## config.mk

```make
export PLATFORM = sky130hd
export DESIGN_NAME = tbu_param
export DESIGN_NICKNAME = d
export VERILOG_FILES = /design/src/rtl/tbu_param.sv
export SDC_FILE = /design/constraint.sdc
export NUM_CORES = 1
export LEC_CHECK = 0
export ABC_AREA = 1
export BUFFER_PORTS_ARGS = -buffer_cell sky130_fd_sc_hd__buf_2
export CORE_MARGIN = 2
export CORE_UTILIZATION = 67
export DETAILED_ROUTE_END_ITERATION = 8
export GPL_TIMING_DRIVEN = 0
export PLACE_DENSITY = 0.86
export SLEW_MARGIN = 20
export SYNTH_ARGS = -nofsm -noshare
export SYNTH_HDL_FRONTEND = slang
export SYNTH_SLANG_ARGS = --single-unit
```

## constraint.sdc

```tcl
create_clock -name clk -period 3.7 [get_ports clk]
set_clock_uncertainty 0.1 [all_clocks]
set_input_delay 0.185 -clock clk [delete_from_list [all_inputs] [get_ports clk]]
set_output_delay 0.185 -clock clk [all_outputs]
set_load 0.1 [all_outputs]
```

## src/rtl/tbu_param.sv

```systemverilog
// Viterbi traceback unit: stores one frame of survivor decision words, traces
// back from the end state, then streams the decoded bits out in frame order.
module tbu_param #(
    parameter int K  = 4,
    parameter int TB = 16
) (
    input  logic                  clk,
    input  logic                  rst,
    input  logic                  enable,
    input  logic                  dec_valid,
    input  logic [(1<<(K-1))-1:0] dec_word,
    input  logic                  dec_last,
    input  logic                  tb_mode,
    input  logic [K-2:0]          start_state,
    output logic                  in_ready,
    output logic                  d_o,
    output logic                  d_valid
);

    localparam int NS = 1 << (K - 1);
    localparam int SW = K - 1;
    localparam int AW = (TB > 1) ? $clog2(TB) : 1;

    typedef enum logic [1:0] {WRITE, TRACE, OUT} state_t;

    state_t          state, state_nxt;
    logic [AW-1:0]   wcnt;
    logic [AW-1:0]   ptr;
    logic [AW-1:0]   len;
    logic [SW-1:0]   s;
    logic            run_q;
    logic            accept;
    logic            close;
    logic [NS-1:0]   mem [TB];
    logic [TB-1:0]   buffer;

    assign in_ready = (state == WRITE) && run_q;

    // NOTE: every output of this block gets a default first so no latch is inferred.
    always_comb begin
        state_nxt = state;
        accept    = 1'b0;
        close     = 1'b0;
        case (state)
            WRITE: begin
                accept = in_ready && dec_valid && enable;
                close  = accept && (dec_last || (wcnt == AW'(TB - 1)));
                if (close) state_nxt = TRACE;
            end
            TRACE:   if (ptr == '0) state_nxt = OUT;
            OUT:     if (ptr == len) state_nxt = WRITE;
            default: state_nxt = WRITE;
        endcase
        if (!enable) state_nxt = WRITE;
    end

    always_ff @(posedge clk or posedge rst) begin
        if (rst) state <= WRITE;
        else     state <= state_nxt;
    end

    // NOTE: sequential state uses non-blocking assignments so all registers update together.
    always_ff @(posedge clk or posedge rst) begin
        if (rst) begin
            wcnt    <= '0;
            ptr     <= '0;
            len     <= '0;
            s       <= '0;
            run_q   <= 1'b0;
            d_o     <= 1'b0;
            d_valid <= 1'b0;
        end else begin
            run_q   <= enable;
            d_o     <= 1'b0;
            d_valid <= 1'b0;
            if (!enable) begin
                wcnt <= '0;
                ptr  <= '0;
                len  <= '0;
                s    <= '0;
            end else begin
                case (state)
                    WRITE: begin
                        if (close) begin
                            wcnt <= '0;
                            ptr  <= wcnt;
                            len  <= wcnt;
                            s    <= tb_mode ? start_state : '0;
                        end else if (accept) begin
                            wcnt <= wcnt + AW'(1);
                        end
                    end
                    TRACE: begin
                        s <= {s[SW-2:0], mem[ptr][s]};
                        if (ptr != '0) ptr <= ptr - AW'(1);
                    end
                    OUT: begin
                        d_valid <= 1'b1;
                        d_o     <= buffer[ptr];
                        ptr     <= ptr + AW'(1);
                    end
                    default: ;
                endcase
            end
        end
    end

    // NOTE: survivor memory and bit buffer carry no reset; each frame overwrites what it reads.
    always_ff @(posedge clk) begin
        if (accept) mem[wcnt] <= dec_word;
        if (enable && (state == TRACE)) buffer[ptr] <= s[SW-1];
    end

endmodule

```

======== After elaboration in Yosys (flattened, before gate mapping) ========
Memory sizes are Yosys's and may differ from the RTL's.
Index checks and enable logic that the tools add are counted.
operators by class
  add/sub/neg operators ................... 3
  order comparisons ....................... 3
  eq/ne operators ......................... 14
  multiplexer cells ....................... 34
  reduce and logical (&&, ||, !) cells .... 15
operators with widths
  kind                                                                    number
  4-bit two-way mux                                                       9
  16-bit bitwise mux                                                      1
  3-bit != test (second input constant)                                   4
  4-bit case mux with 3 select lines                                      1
  1-bit two-way mux                                                       11
  3-bit two-way mux                                                       3
  4-bit by 1-bit adder with 4-bit output (second input constant)          2
  2-bit two-way mux                                                       4
  1-bit logical AND                                                       6
  3-bit by 1-bit != test with 1-bit output (second input constant)        2
  2-bit case mux with 3 select lines                                      1
  3-bit case mux with 2 select lines                                      1
  2-bit AND reduction                                                     3
  3-bit AND reduction                                                     2
  4-bit by 5-bit < comparator with 1-bit output (second input constant)   1
  1-bit binary-select mux with 4-bit select                               1
  1-bit demux with 4-bit select                                           1
  4-bit equality test                                                     1
  4-bit equality test (second input constant)                             1
  4-bit by 1-bit >= comparator with 1-bit output (second input constant)  1
  4-bit logical NOT                                                       1
  3-bit by 4-bit < comparator with 1-bit output (second input constant)   1
  2-bit by 1-bit != test with 1-bit output (second input constant)        2
  4-bit by 1-bit != test with 1-bit output (second input constant)        1
  8 further kinds                                                         8
word-level totals
  flip-flop bits (word level) ............. 36
  memory bits (writable) .................. 128
  output and inout port bits .............. 3
  memories ................................ 1
memory list
  name  words  bits a word  rd ports  clocked after Yosys merged registers in  wr ports  RTL line  source
  mem   16     8            1         0                                        1         34        logic [NS-1:0] mem [TB];

======== Longest topological paths before layout ========
Gate-level depths: netlist of the first run.
  depth in word-level cells ............... 9
  mapped depth ............................ 17
  mapped depth without buffers ............ 16

======== Worst setup path before layout of the first run ========
No wires, ideal clock.
  kind .................................... register to register
  from .................................... register state[0]
  to ...................................... register s[1]
  arrival ................................. 2.094 ns
  data required time ...................... 3.478 ns
  slack ................................... 1.384 ns
  stages on the path, launching flop included .. 16
  buffers on the path ..................... 0
  period minus slack after synthesis ...... 2.316 ns
  cells stage by stage .................... dfrtp_1 inv_1 ha_1 nand2_2 clkinv_2 nand2_4 nor2_4 and2_4 nor2_8 nand2_4 nor2_4 inv_2 o31ai_1 inv_2 nand2_1 o21ai_1
on the way
  cells in the longest elaborated chain, start to end .. 8
  elaborated cells on any way between the ends .. 12
ends and longest elaborated chain
  what                            RTL line  source
  from (decl)                     26        state_t state, state_nxt;
  from (signal assigned)          59        else state <= state_nxt;
  2-bit logical NOT               37        assign in_ready = (state == WRITE) && run_q;
  1-bit logical AND               37
  via in_ready                    15        output logic in_ready,
  1-bit logical AND (2 in a row)  46        accept = in_ready && dec_valid && enable;
  1-bit logical AND               47        close = accept && (dec_last || (wcnt == AW'(TB - 1)));
  1-bit two-way mux               44        case (state)
  3-bit != test (no line)         -
  2-bit AND reduction (no line)   -
  to (signal assigned)            88        s <= tb_mode ? start_state : '0;
  to (signal assigned)            94        s <= {s[SW-2:0], mem[ptr][s]};
  to (decl)                       30        logic [SW-1:0] s;
The timed path passes the listed nets, and every way through them passes these cells.
A chain may end at the register's enable or synchronous reset.

======== Worst setup path after layout of the first run ========
  from .................................... register state[0]
  to ...................................... memory mem[10][5] (netlist bit) (enable)
on the way
  cells in the longest elaborated chain, start to end .. 7
ends and longest elaborated chain
  what                                         RTL line  source
  2-bit logical NOT (*)                        37, 44
  1-bit logical AND                            37
  1-bit logical AND (2 in a row)               46
  1-bit two-way mux (*)                        44
  1-bit two-way mux (*)                        110       if (accept) mem[wcnt] <= dec_word;
  1-bit two-way mux (not written as such) (*)  110
  to (decl)                                    34
Every way passes the cells marked *; elsewhere a longest branch is shown, timed or not.

==> qor.txt, run 1 <==
Setup crit start: state[0]
Post-route clock period utilization: 71.59%
CP max stage cell: nor2_1
Clock insertion delay at the later pin of the skew report: 0.54 ns
Seq pwr share: 38.6%
PwrDens: 675.7 nW/um^2
Ys Warns: 0
Max VDD drop: 0.0004534 V
Initial DRC Count: 762
Tot Pwr: 5.622 mW
H-tree Lvls: 4
Status: finished clean
Drt drc: 0
WS Path Type: register to register
Most used DFF post-synth: edfxtp_1
Drt pass-1 iters: 6
Worst path required time: 3.76 ns
Post-synth cell types: 40
Net Switching: 2.065 mW
Die height: 108.5 um
CTS tree: built
Tot GR Track Use: 32.64%
Rows: 38
Synthesized area per cell: 10.94 sq um
EDFF count, synth: 144
Pre-CTS setup slack: 1.157 ns
Routability Congestion: 0.9484
Crit path cell chain: inv_1, ha_1, nand2_2, clkinv_2, nand2_4, nor2_4, nand2_1, nor2_1
Crit path max fanout: 8
Area of the multi-input gates: 2180 sq um
Total CTS buffers: 17
IO Pins: 20
Fillcell total: 654
IO Port Bufs: 19
RR Endpoint: mem[10][5]
Comb power frac: 31.9%
Final Hold Vio Count: 0
Syn nets: 696
P_leak: 3.370 nW
Gate Count Post-Synth: 668
Clock power frac: 29.5%
Clk root buf: clkbuf_8
Sequential Area: 4825 sq um
Min Tclk post-route: 2.649 ns
Worst-Margin Slew: 1.069 ns
Seq/Total Area, Yosys: 66.00%
#FFs+latches synth: 164
Mapped Area: 7310 sq um
Synth top area share: 59.16%
Clk slew on worst S/H paths: 0.06 ns
Worst r2r src: state[0]
WHS: 0.2296 ns
Layout Area Growth over Synthesis: 13.83%
Number of global-route vias before repair: 5102
Hold Crit Class: primary input to register
Cell taking the most area after synthesis: edfxtp_1
Core Box Area: 10750 sq um
R2r worst-path depth: 8
Synth area leaders: edfxtp_1 (59%), nand2_1 (14%), dfrtp_1 (6.8%), nor2_1 (3.0%), ha_1 (1.7%)
Crit. End Element: register
First-pass GRT wire length: 27170 um
Initial antenna violation count: 0
Critical Path Sink: mem[10][5]
Max-slew violations: 0
Cell Int Power: 3.558 mW
Setup TNS Final: 0 ns
Die extent in x: 108.5 um
Share of cells above drive strength 1: 14.25%
Routed wire length: 18040 um
# Post-CTS Setup Buffers: 0
Async SR Flop Fraction: 12.20%
DR vias: 5329
RSZ-0062 raised after global routing: false
Final ANT Viol Nets: 0
Die ar.: 11760 sq um
CP peak stage delay: 0.83 ns
Sw frac: 36.72%
CP Launch Type: register
Final nets: 752
Clock buffer depth: 2
Post-CTS Resized: 0
Count leader, synth: nand2_1
Initial core utilization: 68.03%
Hold_buf cts: 18
Sink Count: 164
Worst rel slew slack: 28.45%
Max Cap Viol: 0
WP data arrival: 2.71 ns
R2R setup slack: 1.05 ns
Final setup fails: 0
Grt total ovfl: 0
Final antenna diode count: 0
Peak Freq: 377.5 MHz
Final WS setup: 1.051 ns
Vias per Instance: 6.076
DP HPWL: 10850 um
Largest net degree at the start of global routing: 21
Final core utilization: 77.43%
Avg WL per Cell: 20.57 um
Commonest cells in the netlist: nand2_1 (271), edfxtp_1 (144), nor2_1 (59)
## critical path: cells and delay by family (launching register included)
| family | cells | cell delay, ns |
|---|---|---|
| adders and majority gates | 1 | 0.28 |
| buffers and inverters | 2 | 0.20 |
| DFF | 1 | 0.39 |
| and+or+nand+nor | 5 | 1.27 |
## flip-flops by register name (all words and copies together), names as in the netlist
signal	count
run_q	1
len	4
state	2
buffer	16
d_valid	1
d_o	1
mem	128
wcnt	4
ptr	4
s	3
## layer usage
| layer | vias to the layer above | track usage (%) | wire, um |
|---|---|---|---|
| met4 | 0 | 12.91 | 503 |
| met3 | 53 | 9.705 | 1939 |
| li1 | 2353 | - | - |
| met5 | - | 0 | 0 |
| met2 | 391 | 52.54 | 9032 |
| met1 | 2532 | 42.10 | 6560 |
## cells by family (layout without fill, tap and decap cells)
| group | count (synthesis) | count (layout) | synth area share [%] |
|---|---|---|---|
| fa+ha+maj | 11 | 11 | 1.986 |
| xor+xnor | 7 | 7 | 0.8388 |
| simple gates | 387 | 387 | 22.87 |
| compound gates | 49 | 49 | 4.125 |
| buf+inv | 50 | 119 | 4.176 |
| flops | 164 | 164 | 66.00 |
## per-stage QoR
stage	std cells	instance area, sq um
finish	877	8320
floorplan	668	7310
detailed placement	827	7580
CTS	877	8320
global placement	827	7580
global route	877	8320
## worst min-delay path by stage
| stage | cells past startpoint | endpoint | from | slack, ns |
|---|---|---|---|---|
| 5_1_grt | 2 | run_q | enable | 0.22 |
| 6_report | 2 | run_q | enable | 0.23 |
| 3_3_place_gp | 1 | run_q | enable | 0.21 |
| 2_1_floorplan | 1 | d_o | rst | 0.05 |
| 3_5_place_dp | 1 | run_q | enable | 0.22 |
| 4_1_cts | 2 | run_q | enable | 0.20 |
## power by group through the flow
| stage | clock [mW] | sequential, mW | combinational [mW] |
|---|---|---|---|
| global route | 1.73 | 2.17 | 1.92 |
| global placement | 0 | 2.20 | 1.58 |
| finish | 1.66 | 2.17 | 1.79 |
| floorplan | 0 | 2.21 | 1.20 |
| CTS | 1.65 | 2.17 | 1.72 |
| detailed placement | 0 | 2.20 | 1.65 |
## cell type report
type / count / area share [%]
Buffer: 19 / 2.075
Clock buffer: 17 / 4.977
Clock inverter: 15 / 1.759
Inverter: 31 / 1.594
Multi-Input combinational cell: 454 / 26.20
Sequential cell: 164 / 57.98
Tap cell: 140 / 2.105
Timing Repair Buffer: 37 / 3.308
## placed cells by master (no fill, tap or decap), types with 3 or more instances in the layout
cell	n
xor2_1	3
dfrtp_1	20
nor2_1	59
edfxtp_1	144
inv_1	23
inv_4	3
nor2_8	5
o21ai_0	11
clkinv_2	3
nand2_4	3
ha_1	10
inv_6	4
clkinv_4	3
buf_4	6
xnor2_1	4
buf_2	23
o21ai_1	3
nand2_2	11
nand2_1	271
a21oi_1	18
nor2_4	4
a22oi_1	8
nand3_1	24
clkinvlp_4	3
buf_6	7
dlygate4sd3_1	18
nand4_1	5
inv_8	3
clkbuf_16	16
Note: power is estimated with default switching activity, not from simulation.
==> inputs of run 2 (changes only) <==
Settings changed: ABC_AREA 1 to 0, CORE_UTILIZATION 67 to 56, PLACE_DENSITY 0.86 to 0.77.
Clock period 3.7 ns to 2.3 ns, I/O delays scaled along.
==> qor.txt, run 2 <==
Status: finished, violations left (was finished clean)
Violated checks: negative setup slack
Share of cells above drive strength 1: 28.88% (was 14.25%)
Synth top area share: 61.99% (was 59.16%)
Gate Count Post-Synth: 433 (was 668)
WHS: 0.05471 ns (was 0.2296 ns)
WS Path Type: register to register (unchanged)
CTS tree: built (unchanged)
Synth area leaders: edfxtp_1 (62%), mux4_2 (9.7%), dfrtp_1 (7.2%), mux2i_1 (2.7%), nor2_1 (2.1%) (was edfxtp_1 (59%), nand2_1 (14%), dfrtp_1 (6.8%), nor2_1 (3.0%), ha_1 (1.7%))
Max VDD drop: 0.0009282 V (was 0.0004534 V)
EDFF count, synth: 144 (unchanged)
Post-route clock period utilization: 102.1% (was 71.59%)
Most frequent cells in the layout: edfxtp_1 (144), nand2_1 (30), mux4_2 (30) (was nand2_1 (271), edfxtp_1 (144), nor2_1 (59))
First-pass GRT wire length: 24440 um (was 27170 um)
Initial core utilization: 57.83% (was 68.03%)
Leading cell type in the layout, fill and taps excluded: edfxtp_1 (was nand2_1)
Peak Freq: 425.7 MHz (was 377.5 MHz)
CP Launch Type: register (unchanged)
Final Hold Vio Count: 0 (unchanged)
P_leak: 2.847 nW (was 3.370 nW)
Initial antenna violation count: 0 (unchanged)
Routed wire length: 16250 um (was 18040 um)
Async SR Flop Fraction: 12.20% (unchanged)
Largest net degree at the start of global routing: 22 (was 21)
Final WS setup: -0.04925 ns (was 1.051 ns)
Largest register FFs: 128 (unchanged)
Initial DRC Count: 609 (was 762)
Crit. End Element: register (unchanged)
Min Tclk post-route: 2.349 ns (was 2.649 ns)
Clk root buf: clkbuf_16 (was clkbuf_8)
Die extent in x: 115.6 um (was 108.5 um)
Max-slew violations: 0 (unchanged)
Final setup fails: 1 (was 0)
Commonest cells in the netlist: edfxtp_1 (144), nor2_1 (39), nand2_1 (34) (was nand2_1 (271), edfxtp_1 (144), nor2_1 (59))
Rows: 40 (was 38)
Count leader, synth: edfxtp_1 (was nand2_1)
Max Cap Viol: 0 (unchanged)
Tot GR Track Use: 26.33% (was 32.64%)
Post-synth cell types: 50 (was 40)
IO Pins: 20 (unchanged)
Hold Crit Class: primary input to register (unchanged)
Die height: 115.6 um (was 108.5 um)
Syn nets: 461 (was 696)
RSZ-0062 raised after global routing: true (was false)
Avg WL per Cell: 23.75 um (was 20.57 um)
Ys Warns: 0 (unchanged)
Seq/Total Area, Yosys: 69.17% (was 66.00%)
Clock buffer depth: 2 (unchanged)
Final nets: 533 (was 752)
DP HPWL: 9987 um (was 10850 um)
Core Box Area: 12060 sq um (was 10750 sq um)
Drt drc: 0 (unchanged)
PwrDens: 1082 nW/um^2 (was 675.7 nW/um^2)
Crit path max fanout: 3 (was 8)
Mapped Area: 6975 sq um (was 7310 sq um)
DR vias: 4146 (was 5329)
Worst path required time: 2.49 ns (was 3.76 ns)
Cell taking the most area after synthesis: edfxtp_1 (unchanged)
Grt total ovfl: 0 (unchanged)
Routability Congestion: 0.9894 (was 0.9484)
WP data arrival: 2.54 ns (was 2.71 ns)
Biggest register: mem (unchanged)
#FFs+latches synth: 164 (unchanged)
Synthesized area per cell: 16.11 sq um (was 10.94 sq um)
Total CTS buffers: 17 (unchanged)
Largest regs: mem (128), buffer (16) (unchanged)
Vias per Instance: 6.061 (was 6.076)
Worst rel slew slack: 49.49% (was 28.45%)
Final ANT Viol Nets: 0 (unchanged)
Final antenna diode count: 0 (unchanged)
Most used DFF post-synth: edfxtp_1 (unchanged)
Number of global-route vias before repair: 4129 (was 5102)
IO Port Bufs: 19 (unchanged)
Worst-Margin Slew: 0.7568 ns (was 1.069 ns)
Clk slew on worst S/H paths: 0.06 ns (about the same)
Drt pass-1 iters: 5 (was 6)
Clock insertion delay at the later pin of the skew report: 0.43 ns (was 0.54 ns)
Sink Count: 164 (unchanged)
Pre-CTS setup slack: -0.4845 ns (was 1.157 ns)
Die ar.: 13360 sq um (was 11760 sq um)
Layout Area Growth over Synthesis: 21.63% (was 13.83%)
H-tree Lvls: 4 (unchanged)
-- run 2: cell count changes after synthesis, moves of 12 or more --
cell / delta
mux4_2: +30
nand3_1: -17
mux2i_1: +19
inv_1: -12
nand2_1: -237
nor2_1: -20
-- run 2: cell families (layout without fill, tap and decap cells) --
| group | after synthesis | after routing | synth area share (%) |
|---|---|---|---|
| xor gates and xnor gates | 10 | 10 | 1.256 |
| AOI/OAI and AO/OA | 49 | 49 | 4.843 |
| adders and majority gates | 11 | 11 | 2.081 |
| buffers and inverters | 35 | 118 | 2.565 |
| DFF | 164 | 164 | 69.17 |
| muxes | 51 | 51 | 12.74 |
| and+or+nand+nor | 113 | 113 | 7.354 |
-- run 2: path summary, 6_finish.rpt --
check / from / to / slack [ns] / cells after the start
hold reg to reg: len[1] / len[1] / 0.45 / 2
max in group asynchronous: rst / ptr[1] / 1.31 / 3
setup reg to reg: ptr[1] / s[0] / -0.05 / 7
min in group asynchronous: rst / len[1] / 0.27 / 3
hold / removal: dec_valid / wcnt[1] / 0.05 / 4
setup / recovery: ptr[1] / s[0] / -0.05 / 7
-- run 2: power breakdown --
part	switching, mW	total, mW	internal [mW]
Combinational	1.60	2.86	1.26
Clock	1.08	2.88	1.80
Sequential	0.0940	3.43	3.34
Total	2.78	9.18	6.40
-- run 2: stage by stage --
step	instance area [sq um]	cells	power [mW]	util [%]	TNS, ns
floorplan	6975	433	5.380	-	0
global placement	7281	620	5.996	60.36	-56.73
detailed placement	7331	624	6.047	60.78	-42.60
CTS	8347	676	9.055	69.20	0
global route	8484	684	9.527	70.34	-0.06501
finish	8484	684	9.181	70.34	-0.04925
-- run 2: per-layer routing --
metal | GRT usage [%] | share of wire [%]
met1 | 35.63 | 41
met2 | 41.44 | 50
met3 | 6.433 | 7.3
met4 | 11.08 | 2.4
met5 | 0 | 0
-- run 2: area by class of cell --
type                    count  area, sq um
clock buffers              21        440.4
inverters                  13        48.80
multi-input cells         234         2182
plain buffers              21        188.9
repair buffers             54        431.7
flip-flops and latches    164         4828
fillers                   736         3577
clock inverters             9        153.9
well taps                 168        210.2
-- run 2: critical path, stage by stage (launching register included) --
cell and delay (ns):
dfrtp_2 0.44, buf_6 0.14, mux4_2 0.50, mux2_2 0.30, a221o_1 0.29, o2111a_1 0.14, a31oi_1 0.17, o221ai_1 0.13
-- run 2: timing repair --
item	CTS	global route
gates cloned	0	0
hold endpoints to repair	150	0
buffers inserted	9	9
hold buffers	13	0
gates resized for setup	53	17
setup endpoints to repair	140	122
pin swaps	6	6
